===== config.mk =====
export PLATFORM = sky130hd
export DESIGN_NAME = circuit2_result_fifo_flat
export DESIGN_NICKNAME = d
export VERILOG_FILES = /design/src/rtl/circuit2_result_fifo_if.sv /design/src/rtl/circuit2_result_fifo.sv /design/src/flat_wrapper.sv
export SDC_FILE = /design/constraint.sdc
export NUM_CORES = 1
export LEC_CHECK = 0
export ABC_CLOCK_PERIOD_IN_PS = 8750
export CAP_MARGIN = 20
export CORE_MARGIN = 3
export CORE_UTILIZATION = 59
export DETAILED_ROUTE_END_ITERATION = 8
export HOLD_SLACK_MARGIN = 0.08
export PLACE_DENSITY = 0.88
export SETUP_SLACK_MARGIN = 0.05
export SLEW_MARGIN = 0
export SYNTH_ARGS = -nofsm -noshare
export SYNTH_HDL_FRONTEND = slang
export SYNTH_SLANG_ARGS = --single-unit

===== constraint.sdc =====
create_clock -name clk -period 8.75 [get_ports clk]
set_clock_uncertainty 0.15 [all_clocks]
set_input_delay 2.625 -clock clk [delete_from_list [all_inputs] [get_ports clk]]
set_output_delay 2.625 -clock clk [all_outputs]
set_load 0.005 [all_outputs]

===== src/rtl/circuit2_result_fifo_if.sv =====
// Handshake/result bus between the circuit2 datapath, its result FIFO and the consumer.
// master = upstream/consumer side, slave = the FIFO itself.
interface circuit2_result_fifo_if #(
  parameter int DATAWIDTH = 32,
  parameter int DEPTH     = 4
);
  localparam int CW = $clog2(DEPTH) + 1;

  logic                 in_valid;
  logic [DATAWIDTH-1:0] in_z;
  logic [DATAWIDTH-1:0] in_x;
  logic                 in_ready;
  logic                 out_valid;
  logic                 out_ready;
  logic [DATAWIDTH-1:0] out_z;
  logic [DATAWIDTH-1:0] out_x;
  logic [CW-1:0]        count;
  logic [DATAWIDTH-1:0] z_sum;
  logic                 overflow;

  modport master (
    output in_valid, in_z, in_x, out_ready,
    input  in_ready, out_valid, out_z, out_x, count, z_sum, overflow
  );

  modport slave (
    input  in_valid, in_z, in_x, out_ready,
    output in_ready, out_valid, out_z, out_x, count, z_sum, overflow
  );
endinterface


===== src/rtl/circuit2_result_fifo.sv =====
// Result FIFO for the circuit2 datapath: buffers {z,x} pairs, presents the head
// show-ahead, tracks occupancy, accumulates popped z values and flags pushes into
// a full FIFO. Flow-control flags decode from registered occupancy only, so there
// is no combinational path from out_ready to in_ready or from in_* to out_*.
module circuit2_result_fifo #(
  parameter int DATAWIDTH = 32,
  parameter int DEPTH     = 4
) (
  input  logic                  clk,
  input  logic                  rst,
  circuit2_result_fifo_if.slave bus
);

  localparam int AW = $clog2(DEPTH);
  localparam int CW = AW + 1;

  localparam logic [CW-1:0] FULL_CNT_C  = CW'(DEPTH);
  localparam logic [CW-1:0] EMPTY_CNT_C = CW'(1'b0);
  localparam logic [CW-1:0] CNT_ONE_C   = CW'(1'b1);
  localparam logic [AW-1:0] PTR_ZERO_C  = AW'(1'b0);
  localparam logic [AW-1:0] PTR_ONE_C   = AW'(1'b1);

  logic [DATAWIDTH-1:0] mem_z_r [DEPTH];
  logic [DATAWIDTH-1:0] mem_x_r [DEPTH];
  logic [AW-1:0]        wr_ptr_r;
  logic [AW-1:0]        rd_ptr_r;
  logic [CW-1:0]        count_r;
  logic [DATAWIDTH-1:0] z_sum_r;
  logic                 overflow_r;

  logic                 in_ready_s;
  logic                 out_valid_s;
  logic                 push_s;
  logic                 pop_s;
  logic [DATAWIDTH-1:0] head_z_s;
  logic [DATAWIDTH-1:0] head_x_s;

  // Decode handshake qualifiers and the head entry from registered state.
  always_comb begin
    in_ready_s  = (count_r != FULL_CNT_C);
    out_valid_s = (count_r != EMPTY_CNT_C);
    push_s      = bus.in_valid && in_ready_s;
    pop_s       = out_valid_s && bus.out_ready;
    head_z_s    = mem_z_r[rd_ptr_r];
    head_x_s    = mem_x_r[rd_ptr_r];
  end

  // Write an accepted pair at the write pointer; storage itself is never cleared.
  always_ff @(posedge clk) begin
    if (push_s && !rst) begin
      mem_z_r[wr_ptr_r] <= bus.in_z;
      mem_x_r[wr_ptr_r] <= bus.in_x;
    end
  end

  // Pointers, occupancy, popped-z accumulator and sticky overflow; reset wins over traffic.
  always_ff @(posedge clk) begin
    if (rst) begin
      wr_ptr_r   <= PTR_ZERO_C;
      rd_ptr_r   <= PTR_ZERO_C;
      count_r    <= EMPTY_CNT_C;
      z_sum_r    <= {DATAWIDTH{1'b0}};
      overflow_r <= 1'b0;
    end else begin
      if (push_s) begin
        wr_ptr_r <= wr_ptr_r + PTR_ONE_C;
      end
      if (pop_s) begin
        rd_ptr_r <= rd_ptr_r + PTR_ONE_C;
        z_sum_r  <= z_sum_r + head_z_s;
      end
      case ({push_s, pop_s})
        2'b10:   count_r <= count_r + CNT_ONE_C;
        2'b01:   count_r <= count_r - CNT_ONE_C;
        default: count_r <= count_r;
      endcase
      // A push attempt against a full FIFO is recorded even if a pop frees a slot this cycle.
      if (bus.in_valid && !in_ready_s) begin
        overflow_r <= 1'b1;
      end
    end
  end

  assign bus.in_ready  = in_ready_s;
  assign bus.out_valid = out_valid_s;
  assign bus.out_z     = head_z_s;
  assign bus.out_x     = head_x_s;
  assign bus.count     = count_r;
  assign bus.z_sum     = z_sum_r;
  assign bus.overflow  = overflow_r;

endmodule


===== src/flat_wrapper.sv =====
// flat-port wrapper written by rule: the top's interface ports become plain ports
module circuit2_result_fifo_flat 
#(
  parameter int DATAWIDTH = 32,
  parameter int DEPTH     = 4
)
  (clk, rst, bus_in_valid, bus_in_z, bus_in_x, bus_out_ready, bus_in_ready, bus_out_valid, bus_out_z, bus_out_x, bus_count, bus_z_sum, bus_overflow);
  circuit2_result_fifo_if #(.DATAWIDTH(DATAWIDTH), .DEPTH(DEPTH)) bus_i ();
  input  logic clk;
  input  logic rst;
  input wire logic [$bits(bus_i.in_valid)-1:0] bus_in_valid;
  input wire logic [$bits(bus_i.in_z)-1:0] bus_in_z;
  input wire logic [$bits(bus_i.in_x)-1:0] bus_in_x;
  input wire logic [$bits(bus_i.out_ready)-1:0] bus_out_ready;
  output wire logic [$bits(bus_i.in_ready)-1:0] bus_in_ready;
  output wire logic [$bits(bus_i.out_valid)-1:0] bus_out_valid;
  output wire logic [$bits(bus_i.out_z)-1:0] bus_out_z;
  output wire logic [$bits(bus_i.out_x)-1:0] bus_out_x;
  output wire logic [$bits(bus_i.count)-1:0] bus_count;
  output wire logic [$bits(bus_i.z_sum)-1:0] bus_z_sum;
  output wire logic [$bits(bus_i.overflow)-1:0] bus_overflow;
  assign bus_i.in_valid = bus_in_valid;
  assign bus_i.in_z = bus_in_z;
  assign bus_i.in_x = bus_in_x;
  assign bus_i.out_ready = bus_out_ready;
  assign bus_in_ready = bus_i.in_ready;
  assign bus_out_valid = bus_i.out_valid;
  assign bus_out_z = bus_i.out_z;
  assign bus_out_x = bus_i.out_x;
  assign bus_count = bus_i.count;
  assign bus_z_sum = bus_i.z_sum;
  assign bus_overflow = bus_i.overflow;
  circuit2_result_fifo #(.DATAWIDTH(DATAWIDTH), .DEPTH(DEPTH)) u_core (.clk(clk), .rst(rst), .bus(bus_i));
endmodule

**After elaboration in Yosys (flattened, before gate mapping)**

Memory sizes are Yosys's and may differ from the RTL's. A register that Yosys moved wholly into a read port is not among the register bits.
Index checks and enable logic that the tools add are counted.

- Logic and storage cells: 30
- Flip-flop bits (word level): 40
- Memory bits (read-only): 0
- Memories: 2
- Memory bits (writable): 256
- Bits in latches: 0

Memory list:

| memory | depth | bits a word | rd ports | clocked after memory_dff | wr ports | RTL line | RTL |
|---|---|---|---|---|---|---|---|
| u_core.mem_x_r | 4 | 32 | 1 | 1 | 1 | circuit2_result_fifo.sv:24 | `logic [DATAWIDTH-1:0] mem_x_r [DEPTH];` |
| u_core.mem_z_r | 4 | 32 | 1 | 1 | 1 | circuit2_result_fifo.sv:23 | `logic [DATAWIDTH-1:0] mem_z_r [DEPTH];` |

- Eq/ne operators: 3
- Multiplexer cells: 7
- Reduce and logical (&&, ||, !) cells: 8
- Magnitude comparators: 0
- Div/mod/pow operators: 0
- $add $sub $neg: 5
- Bitwise gates (word level): 0
- Multipliers: 0
- Shifts and indexed selects: 0

Operators by type and width:

| cell | number |
|---|---|
| $add 32x32->32 | 1 |
| $mux 2 | 4 |
| $pmux 3 s2 | 1 |
| $add 2x1->2 const B | 2 |
| $logic_and 1x1->1 | 4 |
| $add 3x1->3 const B | 1 |
| $ne 3x3->1 const B | 1 |
| $reduce_bool 3->1 | 1 |
| $sub 3x1->3 const B | 1 |
| $eq 2x1->1 const B | 1 |
| $eq 2x2->1 const B | 1 |
| $logic_not 1->1 | 2 |
| $mux 1 | 2 |
| $reduce_bool 2->1 | 1 |

**Logic depth before layout (Yosys ltp)**

Gate-level depths: netlist (run 1).

- Depth after elaboration: 5
- Depth in mapped cells: 13

**Worst setup path before layout (run 1)**

OpenSTA, ideal clock, no wires.

- Kind: input to register
- Start point: input rst
- End point: memory u_core.mem_x_r[0][0] (enable)
- Data arrival time: 4.491 ns
- Path buffers: 1
- Path slack: 3.680 ns
- Cell stages on the path: 3
- Cells stage by stage: clkbuf_1 > nor2_1 > and2_1

- Cells in the longest elaborated chain, start to end: 4

RTL lines:

| what | RTL line | RTL |
|---|---|---|
| start, declared | flat_wrapper.sv:10 | `input logic rst;` |
| $logic_not 1->1 | circuit2_result_fifo.sv:50 | `if (push_s && !rst) begin` |
| $logic_and 1x1->1 | circuit2_result_fifo.sv:50 |  |
| $mux 1 | circuit2_result_fifo.sv:50 |  |
| $mux 1 (implied by the code) | circuit2_result_fifo.sv:52 | `mem_x_r[wr_ptr_r] <= bus.in_x;` |
| end, declared | circuit2_result_fifo.sv:24 |  |

No other way between the ends.

==> qor.csv, run 1 <==
metric;value;unit
status;finished, final reports clean;
die_h;150.5;um
setup_viol;0;
track_usage;23.41;%
whs_endpoint;u_core.bus.overflow;
hold_buffers;0;
cts_sinks;298;
grt_overflow;0;
rows;52;
initial_core_util;60.49;%
worstPathMaxFanout;40;
synth-seq-cells;298;
hold-path-cell-count;2;
core_area;20360;um^2
critPathBufInv;2;
synth_ff_type;edfxtp_1;
cts_tree;built;
p_seq_share;39.3;%
syn-cell-area;12320;um^2
synth_edf_count;256;
reg2reg_to;u_core.bus.z_sum[28];
syn_avg_cell_area;16.76;um^2
reg2reg_depth;11;
grt_antenna_before_repair;2;
fillers;1225;
p_clk_share;25.6;%
slowest_delay;0.85;ns
drive_above_1_share;13.26;%
wl_per_cell;21.87;um
area_growth;23.61;%
critical_path_arrival;3.16;ns
grt_start_max_net_pins;65;
swShare;30.99;%
hpwl;16860;um
ant_nets;0;
routed_wl;26350;um
io_buffers;169;
clk_pin_slew;0.06;ns
first_pass_iters;4;
ff2ff_setup_slack;4.13;ns
path_class;register to output pin;
power_density;307.8;nW/um^2
cp.required;5.98;ns
combPwrFrac;35.1;%
slew_headroom;31.87;%
period_needed;5.938;ns
cts_setup_buffers;0;
cts_buffers;30;
place_congestion;0.9015;
drc;0;
insertion_delay;0.54;ns
synthTopCellsByArea;edfxtp_1, mux4_2, dfxtp_1;
critical_path.top_delay_family;buffers and inverters;
yosysTopAreaCellShare;62.41;%
ios;170;
viasPerCell;5.968;
grt_pass1_vias;7247;
internal-power;0.003235;W
vias;7192;
p_leak;5.110;nW
synthesis.nets;841;
ctsRootBufferMaster;clkbuf_16;
cts_resized;0;
final_util;74.77;%
cts.path.max_buffers;3;
peakVddDrop;0.0002037;V
finalCritPeriodShare;67.86;%
drt-initial-drc-count;444;
synthCells;735;
p_switching;0.001452;W
min_from;u_core.bus.overflow;
nets;1020;
synth_area_leader_cell;edfxtp_1;
cp_cell_sequence;buf_4, mux4_2, clkdlybuf4s50_1;
rsz0062_at_grt;no;
finalWorstSetupSlack;2.812;ns
async_flop_share;0;%
diodes;0;
dieWidth;150.5;um
critPathCaptureType;output pin;
cap_violations;0;
start_kind;register;
place_ws;3.281;ns
drv_slew;0;
hold_viol;0;
clock.fmax;168.4;MHz
tightest_slew;1.022;ns
yosysWarnings;0;
synth_cell_types;49;
hold_path.class;register to register;
htreeDepth;1;
grt_pass1_wl;40520;um
die_area;22650;um^2
ys_seq_area_share;69.23;%
setup-tns-final;0;ns
cpMaxStageDelayCell;dfxtp_4;
-- state kept, by name (all words and copies together) (netlist names), named ones only --
| register | flops |
|---|---|
| u_core.bus.count | 3 |
| u_core.mem_x_r | 128 |
| u_core.bus.z_sum | 32 |
| u_core.bus.overflow | 1 |
| u_core.wr_ptr_r | 2 |
| u_core.mem_z_r | 128 |
| u_core.rd_ptr_r | 2 |
-- layout by cell type, fill, tap and decap left out, types with 3 or more instances in the layout --
cell             synthesis  final
a211o_1                  3      3
a211oi_1                 5      5
a21o_1                  11     11
a21oi_1                 55     55
a31oi_1                  4      4
and2_4                   0      4
and3_1                   6      6
buf_4                    0      4
clkbuf_1                16      7
clkbuf_16                0     30
clkdlybuf4s50_1          0    169
clkinv_1                 0      5
clkinv_2                 0      3
dfxtp_1                 42     40
edfxtp_1               256    256
ha_1                    36     36
inv_1                   13     13
mux4_2                  64     64
nand2_1                 69     69
nand3_1                  6      6
nand3b_1                 9      9
nand4_1                  5      5
nor2_1                  26     26
nor3_1                   4      4
o21a_1                   4      4
o21ai_0                 11     11
o21ai_1                 14     14
o21bai_1                 4      4
xnor2_1                 21     21
xor2_1                   7      7
-- logic make-up after synthesis --
family	Yosys count	synth area share (%)
mux	66	11.87
simple gates	140	5.282
fa+ha+maj	38	3.982
buf+inv	39	1.188
xor+xnor	28	1.991
compound gates	126	6.450
flops	298	69.23
-- worst max path at each step --
| stage | start | end | slack [ns] | cells after the start |
|---|---|---|---|---|
| 3_5_place_dp | register | bus_out_z[31] | 3.28 | 3 |
| 4_1_cts | register | bus_out_z[31] | 2.70 | 3 |
| 2_1_floorplan | rst | u_core.mem_x_r[0][0] | 3.68 | 3 |
| 5_1_grt | register | bus_out_z[16] | 2.57 | 3 |
| 3_3_place_gp | register | bus_out_z[31] | 3.31 | 3 |
| 6_report | register | bus_out_z[31] | 2.81 | 3 |
-- through the flow --
step,cell area (um^2),std cells,total power (W),hold slack [ns]
floorplan,12320,735,0.002826,0.3105
global placement,14300,1152,0.003488,0.3045
detailed placement,14300,1152,0.003518,0.3267
CTS,15230,1205,0.004721,0.3356
global route,15230,1205,0.004934,0.3638
finish,15230,1205,0.004687,0.3305
-- final cells by class --
type / instances / area [um^2] / share of cell area [%]
clock buffer: 37 / 777.0 / 5.103
clock inverter: 16 / 151.4 / 0.9943
inverter: 13 / 48.80 / 0.3205
multi-input combinational: 398 / 3654 / 24.00
sequential: 298 / 8536 / 56.06
tap: 270 / 337.8 / 2.219
timing repair buffer: 173 / 1722 / 11.31
-- power by group through the flow --
stage / Sequential [W] / Combinational, W / Clock, W
floorplan: 0.00178 / 0.00105 / 0
global placement: 0.00187 / 0.00162 / 0
detailed placement: 0.00188 / 0.00164 / 0
CTS: 0.00185 / 0.00166 / 0.00122
global route: 0.00187 / 0.00180 / 0.00127
finish: 0.00184 / 0.00165 / 0.00120
-- cell usage after synthesis, types with 7 or more instances --
cell        n
a21o_1     11
a21oi_1    55
buf_1      10
clkbuf_1   16
dfxtp_1    42
edfxtp_1  256
ha_1       36
inv_1      13
mux4_2     64
nand2_1    69
nand3b_1    9
nor2_1     26
o21ai_0    11
o21ai_1    14
xnor2_1    21
xor2_1      7
-- worst register-to-register path: cells and delay by family, from the launching register on --
kind | cells | cell delay, ns
compound gates | 7 | 1.72
flops | 1 | 0.85
buf+inv | 1 | 0.65
mux | 1 | 0.62
fa+ha+maj | 1 | 0.40
xor+xnor | 1 | 0.15
-- layer usage --
metal	vias up	wire length [um]	track usage, %
li1	3280	-	-
met1	3591	10400	31.19
met2	279	13240	39.65
met3	38	2212	6.051
met4	4	480	4.758
met5	-	21	0
Note: power is estimated with default switching activity, not from simulation.
==> run 2, diff against run 1 <==
- ABC_CLOCK_PERIOD_IN_PS: 8750 -> 5500
- CORE_UTILIZATION: 59 -> 55
- PLACE_DENSITY: 0.88 -> 0.83
- clock period: 8.75 -> 5.5 ns (I/O delays scaled with it)
==> qor.csv, run 2 (synthesized netlist as in run 1, its figures left out) <==
metric;value;unit;change
io_buffers;169;;unchanged
routed_wl;26600;um;+0.94%
ant_nets;0;;unchanged
setup_viol;0;;unchanged
rsz0062_at_grt;no;;
fillers;1421;;+16%
power.total;0.007617;W;+63%
dieWidth;155.7;um;+3.4%
power_density;496.0;nW/um^2;+61%
worstPathMaxFanout;29;;-28%
final_cell_mix;edfxtp_1, clkdlybuf4s50_1, nand2_1;;
drv_slew;0;;unchanged
cp.required;3.70;ns;-2.28 ns
hold-path-cell-count;2;;unchanged
layout_commonest_cell;edfxtp_1;;
hold_buffers;0;;unchanged
grt_pass1_wl;41740;um;+3.0%
stdcell_count;1220;;+1.2%
insertion_delay;0.53;ns;about the same
swShare;30.24;%;-0.75 points
p_clk_share;26.8;%;+1.2 points
finalWorstSetupSlack;0.9666;ns;-1.845 ns
wl_per_cell;21.80;um;-0.30%
slowest_delay;0.76;ns;-0.09 ns
critPathCaptureType;output pin;;
period_needed;4.533;ns;
status;finished, final reports clean;;
p_leak;5.168;nW;+1.1%
critical_path.top_delay_family;buffers and inverters;;
nets;1025;;+0.49%
critPathBufInv;2;;unchanged
die_area;24230;um^2;+7.0%
ios;170;;unchanged
slew_headroom;31.59;%;-0.28 points
cts_tree;built;;
core_area;21890;um^2;+7.5%
start_kind;register;;
finalCritPeriodShare;82.43;%;
tightest_slew;1.026;ns;+0.004177 ns
drc;0;;unchanged
multiInputGateArea;3654;um^2;unchanged
first_pass_iters;5;;+1
place_inst;1168;;+1.4%
place_ws;1.394;ns;-1.888 ns
cp.depth;3;;unchanged
ff_latch_area;8536;um^2;unchanged
hpwl;17390;um;+3.1%
rows;54;;+3.8%
place_congestion;0.9128;;+1.3%
cts_sinks;298;;unchanged
die_h;155.7;um;+3.4%
vias;7155;;-0.51%
cts_buffers;29;;-3.3%
cap_violations;0;;unchanged
track_usage;22.17;%;-1.2 points
hold_path.class;register to register;;
grt_overflow;0;;unchanged
path_class;register to output pin;;
drive_above_1_share;13.83;%;+0.57 points
diodes;0;;unchanged
critical_path_arrival;2.73;ns;-0.43 ns
clock.fmax;220.6;MHz;
cts_setup_buffers;0;;unchanged
cts.path.max_buffers;3;;unchanged
htreeDepth;1;;unchanged
initial_core_util;56.27;%;-4.2 points
drt-initial-drc-count;424;;-4.5%
grt_antenna_before_repair;1;;-1
reg2reg_depth;10;;-1
peakVddDrop;0.0003773;V;+85%
combPwrFrac;35.2;%;about the same
ctsRootBufferMaster;clkbuf_16;;
viasPerCell;5.865;;-1.7%
clk_pin_slew;0.06;ns;about the same
cpMaxStageDelayCell;dfxtp_4;;
hold_viol;0;;unchanged
p_switching;0.002303;W;+59%
area_growth;24.66;%;
cts_resized;0;;unchanged
p_seq_share;38.0;%;-1.3 points
internal-power;0.005314;W;+64%
cp_cell_sequence;buf_4, mux4_2, clkdlybuf4s50_1;;
setup-tns-final;0;ns;unchanged
grt_start_max_net_pins;65;;unchanged
grt_pass1_vias;7491;;+3.4%
==> run 2: cell count changes in the layout (fill, tap and decap cells not counted) <==
cell        previous run  this run
buf_12                 0         1
buf_4                  4         9
bufinv_16              2         6
clkbuf_16             30        29
clkinv_1               5         4
clkinv_2               3         2
clkinv_8               1         0
clkinvlp_4             2         3
inv_6                  2         0
==> run 2: final timing paths <==
kind / startpoint / end / slack (ns)
hold reg to reg: u_core.bus.z_sum[24] / u_core.bus.z_sum[24] / 0.32
setup / recovery: register / bus_out_z[5] / 0.97
setup reg to reg: register / u_core.bus.z_sum[30] / 1.43
hold / removal: u_core.bus.z_sum[24] / u_core.bus.z_sum[24] / 0.32
==> run 2: stage by stage <==
step	utilization, %	hold slack (ns)	instance area (um^2)
after global routing	70.15	0.3560	15360
final	70.15	0.3241	15360
after global placement	65.63	0.3125	14370
after CTS	70.15	0.3252	15360
after detailed placement	65.63	0.3175	14370
after floorplan	-	0.3105	12320
==> run 2: routing by layer <==
layer	part of all wire [%]	vias up	global-route usage, %
met4	1.3	2	3.710
met5	0.034	-	0
li1	-	3283	-
met3	8.0	31	5.603
met2	50	261	37.96
met1	40	3578	29.71
==> run 2: cell type report <==
| type | instances | area share, % |
|---|---|---|
| Clock buffer | 36 | 4.897 |
| Inverter | 13 | 0.3178 |
| Clock inverter | 16 | 1.540 |
| Tap cell | 280 | 2.281 |
| Multi-Input combinational cell | 398 | 23.79 |
| Timing Repair Buffer | 179 | 11.59 |
| Sequential cell | 298 | 55.59 |
==> run 2: worst reg2reg max path: cells and delay by family, from the launching register on <==
family,cells,cell delay [ns]
multiplexers,1,0.58
adder cells (fa/ha/maj),1,0.45
AO/OA/AOI/OAI,7,1.62
buffers and inverters,1,0.36
flip-flops,1,0.76
==> run 2: power groups by stage <==
| stage | clock, W | sequential (W) | combinational, W |
|---|---|---|---|
| floorplan | 0 | 0.00283 | 0.00167 |
| global placement | 0 | 0.00293 | 0.00263 |
| detailed placement | 0 | 0.00295 | 0.00267 |
| CTS | 0.00207 | 0.00290 | 0.00269 |
| global route | 0.00217 | 0.00293 | 0.00292 |
| finish | 0.00204 | 0.00289 | 0.00268 |
